<file path="src/rtl/mux_seq_pkg.sv">
// Shared constants and channel-selection helpers for the mux select sequencer.
package mux_seq_pkg;

   localparam int NCH   = 4;
   localparam int SEL_W = 2;
   localparam logic [NCH-1:0] AN_OFF = 4'b1111;

   function automatic logic [NCH-1:0] onehot_n(input logic [SEL_W-1:0] sel);
      return ~(NCH'(1) << sel);
   endfunction

   // Scan backwards so the closest unmasked channel after sel wins; sel itself is the last resort.
   function automatic logic [SEL_W-1:0] next_unmasked(input logic [SEL_W-1:0] sel,
                                                      input logic [NCH-1:0]   mask);
      logic [SEL_W-1:0] res;
      logic [SEL_W-1:0] cand;
      res = sel;
      for (int k = NCH; k >= 1; k--) begin
         cand = sel + SEL_W'(k);
         if (!mask[cand]) res = cand;
      end
      return res;
   endfunction

endpackage

</file>
<file path="src/rtl/mux_seq_prescaler.sv">
// Slot prescaler: counts 0..DIV-1 while en is high and holds while low.
// wrap is combinational and marks the last cycle of a slot.
module mux_seq_prescaler #(
   parameter int DIV   = 50000,
   localparam int CNT_W = $clog2(DIV)
) (
   input  logic             clk,
   input  logic             rst_n,
   input  logic             en,
   output logic [CNT_W-1:0] cnt,
   output logic             wrap
);

   logic [CNT_W-1:0] cnt_q;
   logic [CNT_W-1:0] cnt_d;

   assign wrap = en && (cnt_q == CNT_W'(DIV - 1));
   assign cnt  = cnt_q;

   always_comb begin
      cnt_d = cnt_q;
      if (en) cnt_d = wrap ? '0 : cnt_q + 1'b1;
   end

   always_ff @(posedge clk or negedge rst_n) begin
      if (!rst_n) cnt_q <= '0;
      else        cnt_q <= cnt_d;
   end

endmodule

</file>
<file path="src/rtl/mux_sel_sequencer.sv">
// Time-division select sequencer driving the 4-to-1 mux select and active-low channel enables.
// Optional anti-ghosting dead time at slot start when SEQ_BLANK_EN is defined.
module mux_sel_sequencer
   import mux_seq_pkg::*;
#(
   parameter int DIV       = 50000,
   parameter int BLANK_CYC = 4
) (
   input  logic           clk,
   input  logic           rst_n,
   input  logic           en,
   input  logic [NCH-1:0] mask,
   output logic           s0,
   output logic           s1,
   output logic [NCH-1:0] an,
   output logic           tick,
   output logic           frame
);

   localparam int CNT_W = $clog2(DIV);
   localparam logic [CNT_W-1:0] BLANK_V = CNT_W'(BLANK_CYC);

   logic [CNT_W-1:0] cnt;
   logic             wrap;
   logic [CNT_W-1:0] cnt_nxt;
   logic             blank;

   logic [SEL_W-1:0] sel_q,   sel_d;
   logic [NCH-1:0]   an_q,    an_d;
   logic             tick_q,  tick_d;
   logic             frame_q, frame_d;

   mux_seq_prescaler #(.DIV(DIV)) u_prescaler (
      .clk   (clk),
      .rst_n (rst_n),
      .en    (en),
      .cnt   (cnt),
      .wrap  (wrap)
   );

   // an is registered, so blanking is judged on the count the slot will show after this edge.
   assign cnt_nxt = wrap ? '0 : cnt + 1'b1;
`ifdef SEQ_BLANK_EN
   assign blank = (cnt_nxt < BLANK_V);
`else
   assign blank = (cnt_nxt < BLANK_V) & 1'b0;
`endif

   always_comb begin
      sel_d   = wrap ? next_unmasked(sel_q, mask) : sel_q;
      tick_d  = wrap;
      frame_d = wrap && (sel_d <= sel_q);
      an_d    = (en && !mask[sel_d] && !blank) ? onehot_n(sel_d) : AN_OFF;
   end

   always_ff @(posedge clk or negedge rst_n) begin
      if (!rst_n) begin
         sel_q   <= '0;
         an_q    <= AN_OFF;
         tick_q  <= 1'b0;
         frame_q <= 1'b0;
      end else begin
         sel_q   <= sel_d;
         an_q    <= an_d;
         tick_q  <= tick_d;
         frame_q <= frame_d;
      end
   end

   assign s1    = sel_q[1];
   assign s0    = sel_q[0];
   assign an    = an_q;
   assign tick  = tick_q;
   assign frame = frame_q;

endmodule

</file>
<file path="config.mk">
export PLATFORM = sky130hd
export DESIGN_NAME = mux_sel_sequencer
export DESIGN_NICKNAME = d
export VERILOG_FILES = /design/src/rtl/mux_seq_pkg.sv /design/src/rtl/mux_seq_prescaler.sv /design/src/rtl/mux_sel_sequencer.sv
export SDC_FILE = /design/constraint.sdc
export NUM_CORES = 1
export LEC_CHECK = 0
export BUFFER_PORTS_ARGS = -buffer_cell sky130_fd_sc_hd__buf_2
export CAP_MARGIN = 5
export CORE_MARGIN = 2
export CORE_UTILIZATION = 40
export DETAILED_ROUTE_END_ITERATION = 12
export PLACE_DENSITY_LB_ADDON = 0.3
export SYNTH_ARGS = -nofsm -noshare
export SYNTH_HDL_FRONTEND = slang
export SYNTH_SLANG_ARGS = --single-unit
</file>
<file path="constraint.sdc">
create_clock -name clk -period 2.8 [get_ports clk]
set_clock_uncertainty 0.05 [all_clocks]
set_input_delay 0.42 -clock clk [delete_from_list [all_inputs] [get_ports clk]]
set_output_delay 0.42 -clock clk [all_outputs]
set_load 0.01 [all_outputs]
</file>
==> metrics.cfg, run 1 <==
[floorplanning]
floorplan.die.width_um=59.3
floorplan.initialDensity=0.411
top_level_ports=15
fp-row-count=20
placeableCoreArea_um2=2980
die_area_um2=3520
floorplan.die.height_um=59.3

[critical_path]
worstReg2RegStart=u_prescaler.cnt[4]
crit-reg2reg-capture=frame
worstSetupEndpoint=frame
setup.worst_path.end_class=register
cp.arrival_ps=2390
timing.critical_path.max_delay_family=simple AND/OR/NAND/NOR gates
worst_setup_path_startpoint=u_prescaler.cnt[4]
category_of_the_worst_setup_path_launch_point=register
setup.reg_to_reg.worst_slack_ps=600
cp_slowest_cell=sky130_fd_sc_hd__dfrtp_1
timing.critical_path.mode_cell=sky130_fd_sc_hd__a21oi_1
critical_path_buf_inv_count=1
criticalPathCategory=register to register
crit_required_ps=2990
rr_worst_depth=8
critical-path-max-stage-delay_ps=470
timing.critical_path.depth=8
crit_chain=nor4bb_1, and4_1, mux2i_2, inv_2, ha_1, a21oi_1, a21oi_1, nor2b_1
cp_max_fo=6

[detailed_routing]
initial_drc_count=10
route.vias.total=898
vias_per_cell=5.44
drt_first_pass_iters=4
totalWireLength_um=2290
detail_route.drc_violations=0
postRouteAntennaNets=0
detail_route.wl_per_cell_um=13.9

[cts]
cts-buffers-inserted=3
maximum_number_of_buffers_from_clock_root_to_sink=2
clkSinkCount=24
hold_buffers=0
cts.repair.resized=0
clk_latency_ps=310
worst_setup_hold_path_clk_slew_ps=130
htreeDepth=1
cts_setup_buffers=0
cts_tree=done
clock-root-buffer=sky130_fd_sc_hd__clkbuf_4

[sta]
setup_viol=0
headroom_to_the_max_slew_limit=0.640
final.setup.worst_slack_ps=604
fin_tns_setup_ps=0
final_min_period_over_clock_period=0.784
tightest_slew_ps=539
rsz0062_at_grt=no
max_freq_ghz=0.455
hold_viol_final=0
final_max_slew_viol_count=0
post-route-min-period_ps=2200

[logic_synthesis]
synth.area.mux_share=0.0276
post_synth_num_cell_types=38
synth_simple_gate_area_frac=0.251
synthesis.area_um2=1220
syn-instance-count=118
synth_seq_cells=24
syn_avg_cell_area_um2=10.4
ys_seq_area_frac=0.494
main_synth_ff_type=sky130_fd_sc_hd__dfrtp_1
compound_gate_fraction_of_synth_area=0.0633
synthXorXnorAreaFrac=0.0858
synth_edf_count=0
yosys_warnings=0
synth_top_family_by_area=simple AND/OR/NAND/NOR gates
synth-adder-area-share=0.0306
ys_async_sr_fraction=1.00
synth_fp_nets=128

[place]
dp_slack_ps=549
place.port_buffers=14
placed_cell_area_um2=1310
detailedPlacementHpwl_um=1720
gp_routability_congestion=0.775
place.detailed.instances=161

[final_layout]
layout.nets=143
drive_gt1_frac=0.197
insertedDiodeCount=0
non_filler_instance_count_after_layout=165
syn_to_final_growth_pct=8.99
final_design_area_no_fill_um2=1340

[run_status]
status=finished, final reports clean

[power_and_ir_drop]
power.static_leakage_nw=0.616
irDropWorstVdd_mv=0.244
cellPowerDensity_nw_per_um2=497

[global_route]
antenna_violations_before_repair=0
grt_start_max_net_pins=25
first_pass_grt_wire_length_um=3990
grt.total_usage=0.148
overflow=0
vias_in_the_first_global_route=920

[job]
maxCapViolations=0

[hold_path]
holdCritPathClass=input pin to asynchronous set/reset pin

-- cells in the final DEF (no fill, tap or decap), types with 3 or more instances in the layout --
cell type                   n
sky130_fd_sc_hd__a21oi_1    3
sky130_fd_sc_hd__buf_2     14
sky130_fd_sc_hd__clkbuf_4   3
sky130_fd_sc_hd__dfrtp_1   20
sky130_fd_sc_hd__dfstp_2    4
sky130_fd_sc_hd__ha_1       3
sky130_fd_sc_hd__inv_1      5
sky130_fd_sc_hd__nand2_1    8
sky130_fd_sc_hd__nand2b_1   6
sky130_fd_sc_hd__nand3_1    4
sky130_fd_sc_hd__nand4_1    4
sky130_fd_sc_hd__nor2_1    10
sky130_fd_sc_hd__nor2b_1    4
sky130_fd_sc_hd__o21ai_0    3
sky130_fd_sc_hd__xnor2_1    7
sky130_fd_sc_hd__xor2_1     5
-- sequential cells by signal, indices dropped and copies added, names as in the netlist --
| signal | count |
|---|---|
| an | 4 |
| frame | 1 |
| sel_q | 2 |
| tick | 1 |
| u_prescaler.cnt | 16 |
-- cell type report --
| class | instances | area, µm² |
|---|---|---|
| flip-flops and latches | 24 | 606 |
| well taps | 33 | 41.3 |
| inverters | 6 | 22.5 |
| fillers | 295 | 1640 |
| multi-input cells | 83 | 562 |
| clock buffers | 4 | 26.3 |
| repair buffers | 15 | 77.6 |
-- per-layer routing --
| layer | share of wire | track usage | vias up |
|---|---|---|---|
| li1 | - | - | 438 |
| met2 | 0.49 | 0.253 | 14 |
| met1 | 0.47 | 0.196 | 442 |
| met5 | 0 | 0 | - |
| met3 | 0.029 | 0.0197 | 4 |
| met4 | 0.012 | 0.0390 | 0 |
-- through the flow --
| step | power, W | hold slack, ps | util |
|---|---|---|---|
| 3_5_place_dp | 0.000514 | 386 | 0.439 |
| 5_1_grt | 0.000708 | 33.8 | 0.448 |
| 6_report | 0.000664 | 22.4 | 0.448 |
| 3_3_place_gp | 0.000511 | 377 | 0.439 |
| 2_1_floorplan | 0.000483 | 74.4 | - |
| 4_1_cts | 0.000669 | 37.3 | 0.448 |
-- logic make-up (layout without fill, tap and decap cells) --
group                    count (synthesis)  in the layout
AND/OR/NAND/NOR                         53             53
adder cells (fa/ha/maj)                  3              3
flip-flops                              24             24
buffers and inverters                   11             25
AO/OA/AOI/OAI                           12             12
XOR/XNOR                                12             12
multiplexers                             3              3
-- worst min-delay path by stage --
| stage | start | to | slack [ps] | cells past startpoint |
|---|---|---|---|---|
| global route | rst_n | u_prescaler.cnt[13] | 30 | 1 |
| detailed placement | rst_n | u_prescaler.cnt[13] | 390 | 1 |
| global placement | rst_n | u_prescaler.cnt[14] | 380 | 1 |
| CTS | rst_n | u_prescaler.cnt[13] | 40 | 1 |
| finish | rst_n | u_prescaler.cnt[14] | 20 | 1 |
| floorplan | rst_n | frame | 70 | 0 |
-- Yosys cell counts, types with 3 or more instances --
cell	n	area (µm²)
sky130_fd_sc_hd__a21oi_1	3	15.0
sky130_fd_sc_hd__dfrtp_1	20	500
sky130_fd_sc_hd__dfstp_2	4	105
sky130_fd_sc_hd__ha_1	3	37.5
sky130_fd_sc_hd__inv_1	5	18.8
sky130_fd_sc_hd__nand2_1	8	30.0
sky130_fd_sc_hd__nand2b_1	6	37.5
sky130_fd_sc_hd__nand3_1	4	20.0
sky130_fd_sc_hd__nand4_1	4	25.0
sky130_fd_sc_hd__nor2_1	10	37.5
sky130_fd_sc_hd__nor2b_1	4	25.0
sky130_fd_sc_hd__o21ai_0	3	15.0
sky130_fd_sc_hd__xnor2_1	7	61.3
sky130_fd_sc_hd__xor2_1	5	43.8
-- power by group --
group	total, W	switching [W]	internal (W)
Clock	0.000157	0.000102	0.0000555
Combinational	0.0000829	0.0000434	0.0000395
Sequential	0.000424	0.0000413	0.000383
Note: power is estimated with default switching activity, not from simulation.
==> inputs of run 2 (changes only) <==
==> constraint.sdc (replaced) <==
create_clock -name clk -period 1.93 [get_ports clk]
set_clock_uncertainty 0.05 [all_clocks]
set_input_delay 0.2895 -clock clk [delete_from_list [all_inputs] [get_ports clk]]
set_output_delay 0.2895 -clock clk [all_outputs]
set_load 0.01 [all_outputs]
==> run 2 against run 1 <==
The flow now finishes with violations (setup timing). Critical path depth is the same. Count of clock-buffer cells in the layout shrank 1. Die area is the same. Power grew 81%. Register-to-register slack lost 690 ps. Largest cell class is now multi-input combinational cells.
==> metrics.cfg, run 2 (synthesis results as in run 1) <==
[place]
gp_routability_congestion=0.806
place.port_buffers=14
detailedPlacementHpwl_um=1960
place.detailed.instances=186

[sta]
hold_viol_final=0
fin_tns_setup_ps=-123
final_max_slew_viol_count=0
rsz0062_at_grt=yes
setup_viol=2
max_freq_ghz=0.496
final_min_period_over_clock_period=1.05
final.setup.worst_slack_ps=-87.4
post-route-min-period_ps=2020
tightest_slew_ps=542
headroom_to_the_max_slew_limit=0.638

[critical_path]
timing.critical_path.depth=8
category_of_the_worst_setup_path_launch_point=register
timing.critical_path.max_delay_family=simple AND/OR/NAND/NOR gates
rr_worst_depth=8
worst_setup_path_startpoint=u_prescaler.cnt[12]
cp.arrival_ps=2210
worstReg2RegStart=u_prescaler.cnt[12]
critical_path_buf_inv_count=1
cp_max_fo=4
critical-path-max-stage-delay_ps=410
cp_slowest_cell=sky130_fd_sc_hd__dfrtp_1
setup.worst_path.end_class=register
setup.reg_to_reg.worst_slack_ps=-90
crit_chain=nor4bb_2, and4_4, mux2i_4, inv_2, ha_4, a21oi_2, a21oi_1, nor2b_1
criticalPathCategory=register to register
crit_required_ps=2120

[final_layout]
syn_to_final_growth_pct=33.2
layout.nets=172
non_filler_instance_count_after_layout=194
insertedDiodeCount=0
regArea_um2=606
final_common_cell=sky130_fd_sc_hd__buf_4
drive_gt1_frac=0.385
fillers=259
footprint_of_the_multi_input_gates_um2=612
final_cell_mix=sky130_fd_sc_hd__buf_4, sky130_fd_sc_hd__dfrtp_1, sky130_fd_sc_hd__buf_2
largest_register_ffs=16

[run_status]
violated_checks=setup timing
status=finished, violations left

[cts]
cts_tree=done
worst_setup_hold_path_clk_slew_ps=140
maximum_number_of_buffers_from_clock_root_to_sink=2
cts-buffers-inserted=3
clock-root-buffer=sky130_fd_sc_hd__clkbuf_4
htreeDepth=1
clk_latency_ps=330
clkSinkCount=24

[global_route]
grt.total_usage=0.175
first_pass_grt_wire_length_um=4560
vias_in_the_first_global_route=1039
overflow=0
grt_start_max_net_pins=25
antenna_violations_before_repair=0

[hold_path]
worstHoldPathCells=3
holdCritPathClass=input pin to register
min_from=mask[1]

[floorplanning]
placeableCoreArea_um2=2980
floorplan.initialDensity=0.411
fp-row-count=20
floorplan.die.height_um=59.3
floorplan.die.width_um=59.3
top_level_ports=15
die_area_um2=3520

[power_and_ir_drop]
power.static_leakage_nw=0.777
report.power.total_w=0.00120
irDropWorstVdd_mv=0.435
cellPowerDensity_nw_per_um2=735

[detailed_routing]
detail_route.drc_violations=0
postRouteAntennaNets=0
detail_route.wl_per_cell_um=13.4
route.vias.total=1004
vias_per_cell=5.18
initial_drc_count=26
totalWireLength_um=2600
drt_first_pass_iters=4

[job]
maxCapViolations=0

## run 2: worst paths after layout
path	end
max in group asynchronous	an[0]
hold / removal	an[1]
setup / recovery	frame
min in group asynchronous	u_prescaler.cnt[12]
hold reg to reg	u_prescaler.cnt[11]
setup reg to reg	frame
## run 2: report_power, final
part	internal (W)	switching (W)
clock	0.000210	0.000161
combinational	0.000129	0.000115
sequential	0.000555	0.0000283
total	0.000895	0.000305
## run 2: area by class of cell
| class | instances | area share |
|---|---|---|
| multi-input combinational | 83 | 0.375 |
| sequential | 24 | 0.371 |
| timing repair buffer | 44 | 0.183 |
| tap | 33 | 0.0253 |
| clock inverter | 1 | 0.0184 |
| clock buffer | 3 | 0.0138 |
| inverter | 6 | 0.0138 |
## run 2: per-stage QoR
| stage | setup slack [ps] | hold slack, ps | utilization | cell area, µm² |
|---|---|---|---|---|
| after floorplan | -134 | -56.1 | - | 1250 |
| after global placement | -114 | 246 | 0.513 | 1530 |
| after detailed placement | -194 | 252 | 0.513 | 1530 |
| after CTS | -98.0 | 180 | 0.543 | 1620 |
| after global routing | -168 | 229 | 0.548 | 1630 |
| final | -87.4 | 198 | 0.548 | 1630 |
## run 2: repair_timing
item | in CTS | in global routing
hold buffers | 1 | 0
pin swaps | 4 | 3
hold endpoints to repair | 20 | 0
buffers inserted | 1 | 2
setup endpoints to repair | 4 | 5
resized for setup | 5 | 0
## run 2: layer usage
metal | vias up | GRT usage | routed length [µm]
met3 | 5 | 0.0131 | 55
met2 | 15 | 0.295 | 1290
met4 | 0 | 0.0974 | 69
met5 | - | 0 | 0
met1 | 487 | 0.221 | 1190
li1 | 497 | - | -
## run 2: worst min-delay path, cell delays in order
cell                       delay [ps]
sky130_fd_sc_hd__buf_2            120
sky130_fd_sc_hd__nor2b_1           50
sky130_fd_sc_hd__o211ai_1          80
==> inputs of run 3 (changes only) <==
--- a/config.mk
+++ b/config.mk
@@ -10,7 +10,7 @@
 export CORE_MARGIN = 2
 export CORE_UTILIZATION = 40
 export DETAILED_ROUTE_END_ITERATION = 12
-export PLACE_DENSITY_LB_ADDON = 0.3
+export PLACE_DENSITY = 0.65
 export SYNTH_ARGS = -nofsm -noshare
 export SYNTH_HDL_FRONTEND = slang
 export SYNTH_SLANG_ARGS = --single-unit
==> run 3 against run 2 <==
The flow still finishes with violations (setup timing). Combinational power is 6% lower. Cell count is 0.52% higher. Critical path type unchanged. Die area stayed put.
==> metrics.cfg, run 3 (synthesis results as in run 1) <==
[final_layout]
insertedDiodeCount=0
final_common_cell=sky130_fd_sc_hd__buf_4
drive_gt1_frac=0.414
final_cell_mix=sky130_fd_sc_hd__buf_4, sky130_fd_sc_hd__dfrtp_1, sky130_fd_sc_hd__buf_2
layout.nets=173
syn_to_final_growth_pct=35.8
fillers=260
non_filler_instance_count_after_layout=195
largest_register_ffs=16
final_design_area_no_fill_um2=1660

[critical_path]
crit-reg2reg-capture=an[0]
cp_max_fo=4
worstSetupEndpoint=an[0]
worst_setup_path_startpoint=u_prescaler.cnt[0]
category_of_the_worst_setup_path_launch_point=register
worstReg2RegStart=u_prescaler.cnt[0]
setup.reg_to_reg.worst_slack_ps=-150
criticalPathCategory=register to register
setup.worst_path.end_class=register
rr_worst_depth=7
cp.arrival_ps=2260
crit_required_ps=2120

[sta]
final.setup.worst_slack_ps=-146
rsz0062_at_grt=yes
whs_ps=229
final_max_slew_viol_count=0
final_min_period_over_clock_period=1.08
post-route-min-period_ps=2080
headroom_to_the_max_slew_limit=0.640
max_freq_ghz=0.482
setup_viol=3
hold_viol_final=0
tightest_slew_ps=541

[detailed_routing]
totalWireLength_um=2690
detail_route.wl_per_cell_um=13.8
route.vias.total=1039
initial_drc_count=23
drt_first_pass_iters=6
detail_route.drc_violations=0
postRouteAntennaNets=0
vias_per_cell=5.33

[cts]
cts-buffers-inserted=3
worst_setup_hold_path_clk_slew_ps=140
cts_tree=done
clk_latency_ps=320
maximum_number_of_buffers_from_clock_root_to_sink=2
htreeDepth=1
clock-root-buffer=sky130_fd_sc_hd__clkbuf_4
clkSinkCount=24

[place]
gp_routability_congestion=0.865
detailedPlacementHpwl_um=1980
placed_cell_area_um2=1510
place.port_buffers=14
place.detailed.instances=184

[floorplanning]
fp-row-count=20
floorplan.die.height_um=59.3
floorplan.die.width_um=59.3
die_area_um2=3520
floorplan.initialDensity=0.411
top_level_ports=15
placeableCoreArea_um2=2980

[global_route]
grt.total_usage=0.166
antenna_violations_before_repair=0
grt_start_max_net_pins=25
overflow=0
vias_in_the_first_global_route=991
first_pass_grt_wire_length_um=4360

[run_status]
status=finished, violations left
violated_checks=setup timing

[power_and_ir_drop]
irDropWorstVdd_mv=0.311
cellPowerDensity_nw_per_um2=712
report.power.total_w=0.00118
power.static_leakage_nw=0.791

[job]
maxCapViolations=0

[hold_path]
holdCritPathClass=input pin to register

## run 3: worst min path at each step
stage            start  slack, ps            endpoint  cells after the start
6_report       mask[1]        230               an[1]                      3
5_1_grt        mask[1]        230               an[1]                      3
4_1_cts        mask[1]        230               an[1]                      3
3_5_place_dp     rst_n        260  u_prescaler.cnt[6]                      1
3_3_place_gp     rst_n        250  u_prescaler.cnt[6]                      1
2_1_floorplan    rst_n        -60               frame                      0
## run 3: what timing repair did
item | in CTS | in global routing
setup endpoints to repair | 4 | 3
hold buffers | 1 | 0
pin swaps | 4 | 2
setup buffers | 1 | 5
gates resized for setup | 6 | 4
hold endpoints to repair | 20 | 0
## run 3: routing by layer
metal | global-route usage | share of wire | vias up
met3 | 0.0197 | 0.022 | 2
met2 | 0.273 | 0.51 | 18
met1 | 0.218 | 0.45 | 521
met4 | 0.0714 | 0.010 | 0
li1 | - | - | 498
met5 | 0 | 0 | -
## run 3: metrics by stage
step           setup TNS (ps)  worst slack (ps)   util
2_1_floorplan            -172              -134      -
3_3_place_gp             -310              -166  0.508
3_5_place_dp             -517              -265  0.508
4_1_cts                  -180              -156  0.539
5_1_grt                  -584              -249  0.558
6_report                 -384              -146  0.558
## run 3: critical path, cell delays in order, from the launching register on
cell and delay (ps):
sky130_fd_sc_hd__dfrtp_1 390, sky130_fd_sc_hd__ha_2 190, sky130_fd_sc_hd__and4_4 220, sky130_fd_sc_hd__and4_4 270
sky130_fd_sc_hd__mux2i_4 250, sky130_fd_sc_hd__inv_2 80, sky130_fd_sc_hd__buf_4 140, sky130_fd_sc_hd__or4_4 400
## run 3: power by group
part	leakage, nW	total (W)	internal [W]	switching [W]
Sequential	0.301	0.000591	0.000555	0.0000362
Combinational	0.463	0.000231	0.000124	0.000107
Clock	0.0279	0.000361	0.000210	0.000151
Total	0.791	0.00118	0.000889	0.000295
## run 3: final cells by class
type	count	area [µm²]	share of cell area
tap	33	41.3	0.0248
inverter	6	22.5	0.0135
clock buffer	3	22.5	0.0135
multi-input combinational	83	632	0.380
timing repair buffer	45	309	0.186
sequential	24	606	0.364
clock inverter	1	30.0	0.0181
